$ cat src/rtl/frame_sync_scheduler_pkg.sv
// rtl/frame_sync_scheduler_pkg.sv - shared state and mode encodings for the frame sync scheduler
package frame_sync_scheduler_pkg;

  localparam logic [2:0] ST_IDLE      = 3'd0;
  localparam logic [2:0] ST_ARM       = 3'd1;
  localparam logic [2:0] ST_WAIT_TRIG = 3'd2;
  localparam logic [2:0] ST_SYNC      = 3'd3;
  localparam logic [2:0] ST_RUN       = 3'd4;
  localparam logic [2:0] ST_DONE      = 3'd5;

  localparam logic [1:0] MODE_FREE   = 2'd0;
  localparam logic [1:0] MODE_SINGLE = 2'd1;
  localparam logic [1:0] MODE_BURST  = 2'd2;
  localparam logic [1:0] MODE_RSVD   = 2'd3;

  // The reserved mode behaves exactly like single-trigger, so fold it once at latch time.
  function automatic logic [1:0] eff_mode(input logic [1:0] m);
    return (m == MODE_RSVD) ? MODE_SINGLE : m;
  endfunction

endpackage

$ cat src/rtl/frame_sync_scheduler_if.sv
// rtl/frame_sync_scheduler_if.sv - control, trigger and framer-monitor signals of the scheduler
interface frame_sync_scheduler_if #(
  parameter int CW = 16
);

  logic          start;
  logic          abort;
  logic [1:0]    mode;
  logic [CW-1:0] burst_len;
  logic [CW-1:0] holdoff;
  logic          trig_in;
  logic          trig_pol;
  logic          mon_tvalid;
  logic          mon_tready;
  logic          mon_tlast;
  logic          ext_sync;
  logic          stream_en;
  logic          busy;
  logic          done;
  logic [CW-1:0] frames_done;
  logic          err;

  modport master (
    output start, abort, mode, burst_len, holdoff, trig_in, trig_pol,
           mon_tvalid, mon_tready, mon_tlast,
    input  ext_sync, stream_en, busy, done, frames_done, err
  );

  modport slave (
    input  start, abort, mode, burst_len, holdoff, trig_in, trig_pol,
           mon_tvalid, mon_tready, mon_tlast,
    output ext_sync, stream_en, busy, done, frames_done, err
  );

endinterface

$ cat src/rtl/frame_trig_edge.sv
// rtl/frame_trig_edge.sv - polarity-selectable trigger edge detector with entry clear
module frame_trig_edge (
  input  logic clk,
  input  logic reset_n,
  input  logic ce_i,
  input  logic trig_i,
  input  logic pol_i,
  input  logic clr_i,
  output logic edge_o
);

  logic prev_q;

  // The sample register tracks the level in every state, so a level already
  // present when the caller starts listening is never seen as an edge.
  always_ff @(posedge clk) begin
    if (!reset_n) begin
      prev_q <= 1'b0;
    end else if (ce_i) begin
      prev_q <= trig_i;
    end
  end

  assign edge_o = ~clr_i & (pol_i ? (trig_i & ~prev_q) : (~trig_i & prev_q));

endmodule

$ cat src/rtl/frame_sync_scheduler.sv
// rtl/frame_sync_scheduler.sv - acquisition sequencer driving framer sync and stream gating
// Optional watchdog in RUN enabled by FRAME_SYNC_WATCHDOG_EN.
module frame_sync_scheduler
  import frame_sync_scheduler_pkg::*;
#(
  parameter int CW          = 16,
  parameter int TIMEOUT_CYC = 65535
) (
  input logic                   clk,
  input logic                   reset_n,
  input logic                   ce,
  frame_sync_scheduler_if.slave bus
);

  localparam logic [CW-1:0] ONE = CW'(1);

  logic [2:0]    state_q, state_d;
  logic [1:0]    mode_q, mode_d;
  logic [CW-1:0] burst_q, burst_d;
  logic [CW-1:0] holdoff_q, holdoff_d;
  logic [CW-1:0] cnt_q, cnt_d;
  logic [CW-1:0] frames_q, frames_d;
  logic          pol_q, pol_d;
  logic          err_q, err_d;

  logic          trig_edge;
  logic          trig_clr;
  logic          frame_hs;
  logic          last_frame;
  logic          arm_done;
  logic [CW-1:0] target;

`ifdef FRAME_SYNC_WATCHDOG_EN
  localparam int WDW = $clog2(TIMEOUT_CYC + 1);
  localparam logic [WDW-1:0] WD_LAST = WDW'(TIMEOUT_CYC - 1);
  logic [WDW-1:0] wd_q, wd_d;
`else
  if (TIMEOUT_CYC < 1) begin : g_timeout_unused
  end
`endif

  assign frame_hs   = bus.mon_tvalid & bus.mon_tready & bus.mon_tlast;
  assign target     = (burst_q == '0) ? ONE : burst_q;
  assign last_frame = (frames_q == target - ONE);
  assign arm_done   = (holdoff_q == '0) || (cnt_q == holdoff_q - ONE);
  assign trig_clr   = ~((state_q == ST_WAIT_TRIG) || (state_q == ST_RUN));

  frame_trig_edge u_trig_edge (
    .clk     (clk),
    .reset_n (reset_n),
    .ce_i    (ce),
    .trig_i  (bus.trig_in),
    .pol_i   (pol_q),
    .clr_i   (trig_clr),
    .edge_o  (trig_edge)
  );

  always_comb begin
    state_d   = state_q;
    mode_d    = mode_q;
    burst_d   = burst_q;
    holdoff_d = holdoff_q;
    cnt_d     = cnt_q;
    frames_d  = frames_q;
    pol_d     = pol_q;
    err_d     = err_q;
`ifdef FRAME_SYNC_WATCHDOG_EN
    wd_d      = wd_q;
`endif
    // Abort outranks everything, including a simultaneous start, and keeps the frame count.
    if (bus.abort) begin
      state_d = ST_IDLE;
    end else begin
      case (state_q)
        ST_IDLE: begin
          if (bus.start) begin
            state_d   = ST_ARM;
            mode_d    = eff_mode(bus.mode);
            burst_d   = bus.burst_len;
            holdoff_d = bus.holdoff;
            pol_d     = bus.trig_pol;
            cnt_d     = '0;
            frames_d  = '0;
            err_d     = 1'b0;
          end
        end
        ST_ARM: begin
          if (arm_done) begin
            state_d = (mode_q == MODE_FREE) ? ST_SYNC : ST_WAIT_TRIG;
          end else begin
            cnt_d = cnt_q + ONE;
          end
        end
        ST_WAIT_TRIG: begin
          if (trig_edge) begin
            state_d = ST_SYNC;
          end
        end
        ST_SYNC: begin
          state_d = ST_RUN;
`ifdef FRAME_SYNC_WATCHDOG_EN
          wd_d    = '0;
`endif
        end
        ST_RUN: begin
          if (frame_hs) begin
            frames_d = (&frames_q) ? frames_q : frames_q + ONE;
            if ((mode_q != MODE_FREE) && last_frame) begin
              state_d = ST_DONE;
            end
          end
          // A new trigger while a triggered burst is still running is an overrun.
          if (trig_edge && (mode_q != MODE_FREE)) begin
            err_d = 1'b1;
          end
`ifdef FRAME_SYNC_WATCHDOG_EN
          if (bus.mon_tvalid & bus.mon_tready) begin
            wd_d = '0;
          end else if (wd_q == WD_LAST) begin
            err_d   = 1'b1;
            state_d = ST_IDLE;
          end else begin
            wd_d = wd_q + WDW'(1);
          end
`endif
        end
        ST_DONE: begin
          if (mode_q == MODE_BURST) begin
            state_d  = ST_WAIT_TRIG;
            frames_d = '0;
          end else begin
            state_d = ST_IDLE;
          end
        end
        default: begin
          state_d = ST_IDLE;
        end
      endcase
    end
  end

  always_ff @(posedge clk) begin
    if (!reset_n) begin
      state_q   <= ST_IDLE;
      mode_q    <= MODE_FREE;
      burst_q   <= '0;
      holdoff_q <= '0;
      cnt_q     <= '0;
      frames_q  <= '0;
      pol_q     <= 1'b0;
      err_q     <= 1'b0;
`ifdef FRAME_SYNC_WATCHDOG_EN
      wd_q      <= '0;
`endif
    end else if (ce) begin
      state_q   <= state_d;
      mode_q    <= mode_d;
      burst_q   <= burst_d;
      holdoff_q <= holdoff_d;
      cnt_q     <= cnt_d;
      frames_q  <= frames_d;
      pol_q     <= pol_d;
      err_q     <= err_d;
`ifdef FRAME_SYNC_WATCHDOG_EN
      wd_q      <= wd_d;
`endif
    end
  end

  // Pulses are qualified by ce so a frozen SYNC or DONE state emits nothing.
  assign bus.ext_sync    = ce & (state_q == ST_SYNC);
  assign bus.done        = ce & (state_q == ST_DONE);
  assign bus.stream_en   = (state_q == ST_RUN);
  assign bus.busy        = (state_q != ST_IDLE) && (state_q != ST_DONE);
  assign bus.frames_done = frames_q;
  assign bus.err         = err_q;

endmodule

$ cat src/flat_wrapper.sv
// flat-port wrapper written by rule: the top's interface ports become plain ports
module frame_sync_scheduler_flat import frame_sync_scheduler_pkg::*;
#(
  parameter int CW          = 16,
  parameter int TIMEOUT_CYC = 65535
)
  (clk, reset_n, ce, bus_start, bus_abort, bus_mode, bus_burst_len, bus_holdoff, bus_trig_in, bus_trig_pol, bus_mon_tvalid, bus_mon_tready, bus_mon_tlast, bus_ext_sync, bus_stream_en, bus_busy, bus_done, bus_frames_done, bus_err);
  frame_sync_scheduler_if #(.CW(CW)) bus_i ();
  input logic clk;
  input logic reset_n;
  input logic ce;
  input wire logic [$bits(bus_i.start)-1:0] bus_start;
  input wire logic [$bits(bus_i.abort)-1:0] bus_abort;
  input wire logic [$bits(bus_i.mode)-1:0] bus_mode;
  input wire logic [$bits(bus_i.burst_len)-1:0] bus_burst_len;
  input wire logic [$bits(bus_i.holdoff)-1:0] bus_holdoff;
  input wire logic [$bits(bus_i.trig_in)-1:0] bus_trig_in;
  input wire logic [$bits(bus_i.trig_pol)-1:0] bus_trig_pol;
  input wire logic [$bits(bus_i.mon_tvalid)-1:0] bus_mon_tvalid;
  input wire logic [$bits(bus_i.mon_tready)-1:0] bus_mon_tready;
  input wire logic [$bits(bus_i.mon_tlast)-1:0] bus_mon_tlast;
  output wire logic [$bits(bus_i.ext_sync)-1:0] bus_ext_sync;
  output wire logic [$bits(bus_i.stream_en)-1:0] bus_stream_en;
  output wire logic [$bits(bus_i.busy)-1:0] bus_busy;
  output wire logic [$bits(bus_i.done)-1:0] bus_done;
  output wire logic [$bits(bus_i.frames_done)-1:0] bus_frames_done;
  output wire logic [$bits(bus_i.err)-1:0] bus_err;
  assign bus_i.start = bus_start;
  assign bus_i.abort = bus_abort;
  assign bus_i.mode = bus_mode;
  assign bus_i.burst_len = bus_burst_len;
  assign bus_i.holdoff = bus_holdoff;
  assign bus_i.trig_in = bus_trig_in;
  assign bus_i.trig_pol = bus_trig_pol;
  assign bus_i.mon_tvalid = bus_mon_tvalid;
  assign bus_i.mon_tready = bus_mon_tready;
  assign bus_i.mon_tlast = bus_mon_tlast;
  assign bus_ext_sync = bus_i.ext_sync;
  assign bus_stream_en = bus_i.stream_en;
  assign bus_busy = bus_i.busy;
  assign bus_done = bus_i.done;
  assign bus_frames_done = bus_i.frames_done;
  assign bus_err = bus_i.err;
  frame_sync_scheduler #(.CW(CW), .TIMEOUT_CYC(TIMEOUT_CYC)) u_core (.clk(clk), .reset_n(reset_n), .ce(ce), .bus(bus_i));
endmodule
$ cat config.mk
export PLATFORM = sky130hd
export DESIGN_NAME = frame_sync_scheduler_flat
export DESIGN_NICKNAME = d
export VERILOG_FILES = /design/src/rtl/frame_sync_scheduler_pkg.sv /design/src/rtl/frame_sync_scheduler_if.sv /design/src/rtl/frame_trig_edge.sv /design/src/rtl/frame_sync_scheduler.sv /design/src/flat_wrapper.sv
export SDC_FILE = /design/constraint.sdc
export NUM_CORES = 1
export LEC_CHECK = 0
export ABC_AREA = 1
export ABC_CLOCK_PERIOD_IN_PS = 3500
export CAP_MARGIN = 25
export CORE_MARGIN = 2
export CORE_UTILIZATION = 61
export CTS_BUF_LIST = sky130_fd_sc_hd__clkbuf_4 sky130_fd_sc_hd__clkbuf_8
export CTS_CLUSTER_SIZE = 10
export DETAILED_ROUTE_END_ITERATION = 12
export PLACE_DENSITY_LB_ADDON = 0.1
export SYNTH_ARGS = -nofsm -noshare
export SYNTH_HDL_FRONTEND = slang
export SYNTH_HIERARCHICAL = 1
export SYNTH_SLANG_ARGS = --single-unit
$ cat constraint.sdc
create_clock -name clk -period 3.5 [get_ports clk]
set_input_delay 0.35 -clock clk [delete_from_list [all_inputs] [get_ports clk]]
set_output_delay 0.35 -clock clk [all_outputs]
set_load 0.01 [all_outputs]
==> results.toml <==
[finish]
antennaDiodeCount = 0
fillers = 589
layoutNonFillerInstCount = 909
final_common_cell = "nand2_1"
final_util_pct = 76.20
fin_nets = 853
areaGrowthSynthToFinish_pct = 19.96
final_area_sq_um = 5557
final_cell_mix = "160 x nand2_1, 124 x nor2_1, 85 x inv_1, 72 x dfxtp_1, 64 x clkdlybuf4s50_1"
drive_above_1_share_pct = 6.914

[sta]
slew_viol_final = 0
tightest_slew_ns = 0.8489
rsz0062_at_grt = "no"
slew_headroom_pct = 43.33
max_freq_ghz = 0.3461
fin_crit_sh_pct = 82.54
setup_viol = 0
fin_crit_ns = 2.889
skew_ns = 0.006769
fin_setup_tns_ns = 0
hold_viol_final = 0

[die]
io_pins = 65
coreArea_sq_um = 7292
dieWidth_um = 91.14
num_rows = 31
start_util_pct = 63.52
dieArea_sq_um = 8307
dieHeight_um = 91.14

[pwr]
leakagePower_nw = 2.347
power.total_w = 0.002423
ir_drop_uv = 278.4
power.density_nw_per_um2 = 436.0
p_int_w = 0.001568
power_frac_comb_pct = 32.3
power_frac_clock_pct = 30.1
p_switching_w = 0.0008543
seqPwrFrac_pct = 37.6
swShare_pct = 35.26

[placed_design]
numPortBuffers = 64
postPlaceCellArea_sq_um = 5336
gp_congestion = 0.9592
dpl.hpwl_mm = 10.01
dp_cells = 893

[route]
first_pass_iters = 7
wl_per_cell_um = 14.36
avgViaCountPerCell = 5.612
drc = 0
drtAntennaViolNets = 0
vias = 5101
drtIter0Drc = 443
drt-total-wl_mm = 13.05

[global_route]
antenna_found_initial = 0
grt_use_total_pct = 32.30
grt_pass1_wl_mm = 21.80
grt_max_degree = 56
grt-ovfl-total = 0
grt_pass1_vias = 4725

[yosys]
syn_nets = 792
avgSynthCellArea_sq_um = 6.226
yosysUniqueCellTypes = 41
netlist_top_cells_area = "dfxtp_1 31%, nand2_1 13%, nor2_1 10%"
yosysWarnings = 6
synth_top_area_cell = "dfxtp_1"
syn_inst = 744
ys_ff_latch = 72
yosysTopAreaCellShare_pct = 31.12
seq_area_frac_synth_pct = 31.12
synth_area_sq_um = 4632

[worst_setup_path]
cp_slowest_cell = "dfxtp_1"
regToRegStartpoint = "u_core/burst_q[6]$_SDFFE_PN0P_"
worst-setup-path-type = "flip-flop to flip-flop"
startpoint_type = "flip-flop"
cp.required_ns = 3.75
r2r_end = "u_core/state_q[1]$_SDFFE_PN0P_"
arrival_ns = 3.14
path_cells = "nor2_1, nand2_1, nor2_1, nand2_1, nand2_1, inv_1, ha_1, inv_1, nand2_1, nand2_1, nor3_1, nand2_1, nor2_1, nand3_1, nor2_1, nand3_1, nor2_1, nand2_1, nand2_1, nand3_1, a21oi_1, nor2_1"
worst-r2r-setup-slack_ns = 0.61
slowest_delay_ns = 0.35
cp-end-kind = "flip-flop"
worstPathMaxFanout = 6
reg2reg_depth = 22
cp_common_cell = "nand2_1"

[clock_tree]
cts_made_buffers = 9
cts_htree_levels = 3
cts-root-buf = "clkbuf_8"
path_clk_slew_ns = 0.08
cts-resized-gates = 0
cts_tree = "built"
cts.sinks = 72
cts_hold_buffers = 0
clk_latency_ns = 0.35
clock_path_buffers = 2
cts_setup_buffers = 0

[job]
cap_violations = 0

[hold_path]
hold_class = "flip-flop to flip-flop"
min_path_cells = 2
worstHoldStart = "u_core/cnt_q[3]$_SDFFE_PN0P_"
hold_path_end = "u_core/cnt_q[3]$_SDFFE_PN0P_"

[run_status]
outcome = "complete, no violations"
[flip-flops by register name, summed over array words and instances, names as in the netlist]
signal / count
u_core/u_trig_edge/prev_q: 1
u_core/pol_q: 1
u_core/mode_q: 2
u_core/holdoff_q: 16
u_core/state_q: 3
u_core/bus.frames_done: 16
u_core/burst_q: 16
u_core/cnt_q: 16
u_core/bus.err: 1
[stage by stage]
step	hold slack (ns)	setup WS [ns]
after floorplan	0.4435	1.159
after global placement	0.4763	0.8447
after detailed placement	0.4768	0.7313
after CTS	0.4879	0.7030
after global routing	0.5323	0.3147
final	0.4900	0.6110
[cell usage after synthesis (all sizes together)]
master	number
clkbuf	11
xnor2	8
dfxtp	72
a31oi	1
a21oi	62
nor2	139
nand4	14
nor3b	2
buf	7
o21a	1
or2	4
nand2	166
nor4	2
a21boi	1
inv	92
a41oi	1
clkinv	1
a211oi	3
o22ai	1
and2	1
o21bai	2
ha	4
a22oi	1
nand3	50
xor2	26
a221oi	1
o21ai	48
nor3	22
nand3b	1
[area by class of cell]
cell class | instances | area, sq um | share of cell area (%)
Multi-Input combinational cell | 561 | 2751 | 49.52
Sequential cell | 72 | 1441 | 25.94
Timing Repair Buffer | 68 | 670.6 | 12.07
Inverter | 93 | 349.1 | 6.282
Clock buffer | 10 | 137.6 | 2.477
Tap cell | 99 | 123.9 | 2.229
Clock inverter | 6 | 82.58 | 1.486
[worst max-delay path: cells and delay by family (launching register included)]
family / cells / cell delay, ns
DFF: 1 / 0.35
buffers and inverters: 2 / 0.09
AOI/OAI and AO/OA: 1 / 0.18
and+or+nand+nor: 18 / 1.88
adders and majority gates: 1 / 0.30
[logic make-up (layout without fill, tap and decap cells)]
group / after synthesis / count (layout) / synth area share, %
adders and majority gates: 4 / 4 / 1.081
buffers and inverters: 111 / 177 / 9.481
and+or+nand+nor: 401 / 401 / 37.71
DFF: 72 / 72 / 31.12
xor gates and xnor gates: 34 / 34 / 6.429
AOI/OAI and AO/OA: 122 / 122 / 14.18
[worst max path at each step]
| stage | slack [ns] | cells after the start | to | from |
|---|---|---|---|---|
| finish | 0.61 | 22 | u_core/state_q[1]$_SDFFE_PN0P_ | u_core/burst_q[6]$_SDFFE_PN0P_ |
| global route | 0.31 | 22 | u_core/state_q[1]$_SDFFE_PN0P_ | u_core/burst_q[6]$_SDFFE_PN0P_ |
| CTS | 0.70 | 22 | u_core/state_q[0]$_SDFFE_PN0P_ | u_core/burst_q[6]$_SDFFE_PN0P_ |
| detailed placement | 0.73 | 22 | u_core/state_q[0]$_SDFFE_PN0P_ | u_core/burst_q[8]$_SDFFE_PN0P_ |
| global placement | 0.84 | 22 | u_core/state_q[1]$_SDFFE_PN0P_ | u_core/burst_q[6]$_SDFFE_PN0P_ |
| floorplan | 1.16 | 22 | u_core/state_q[0]$_SDFFE_PN0P_ | u_core/burst_q[6]$_SDFFE_PN0P_ |
[metal layers]
metal / track usage, % / up-vias / wire (um)
li1: - / 2516 / -
met1: 45.54 / 2307 / 5890
met2: 49.44 / 252 / 5597
met3: 7.469 / 26 / 1324
met4: 9.091 / 0 / 241
met5: 0 / - / 0
[power by group through the flow]
stage / combinational, W / clock [W] / sequential [W]
floorplan: 0.000577 / 0 / 0.000916
global placement: 0.000741 / 0 / 0.000925
detailed placement: 0.000762 / 0 / 0.000928
CTS: 0.000768 / 0.000737 / 0.000909
global route: 0.000879 / 0.000772 / 0.000917
finish: 0.000783 / 0.000729 / 0.000911
(Power assumes the default switching activity.)
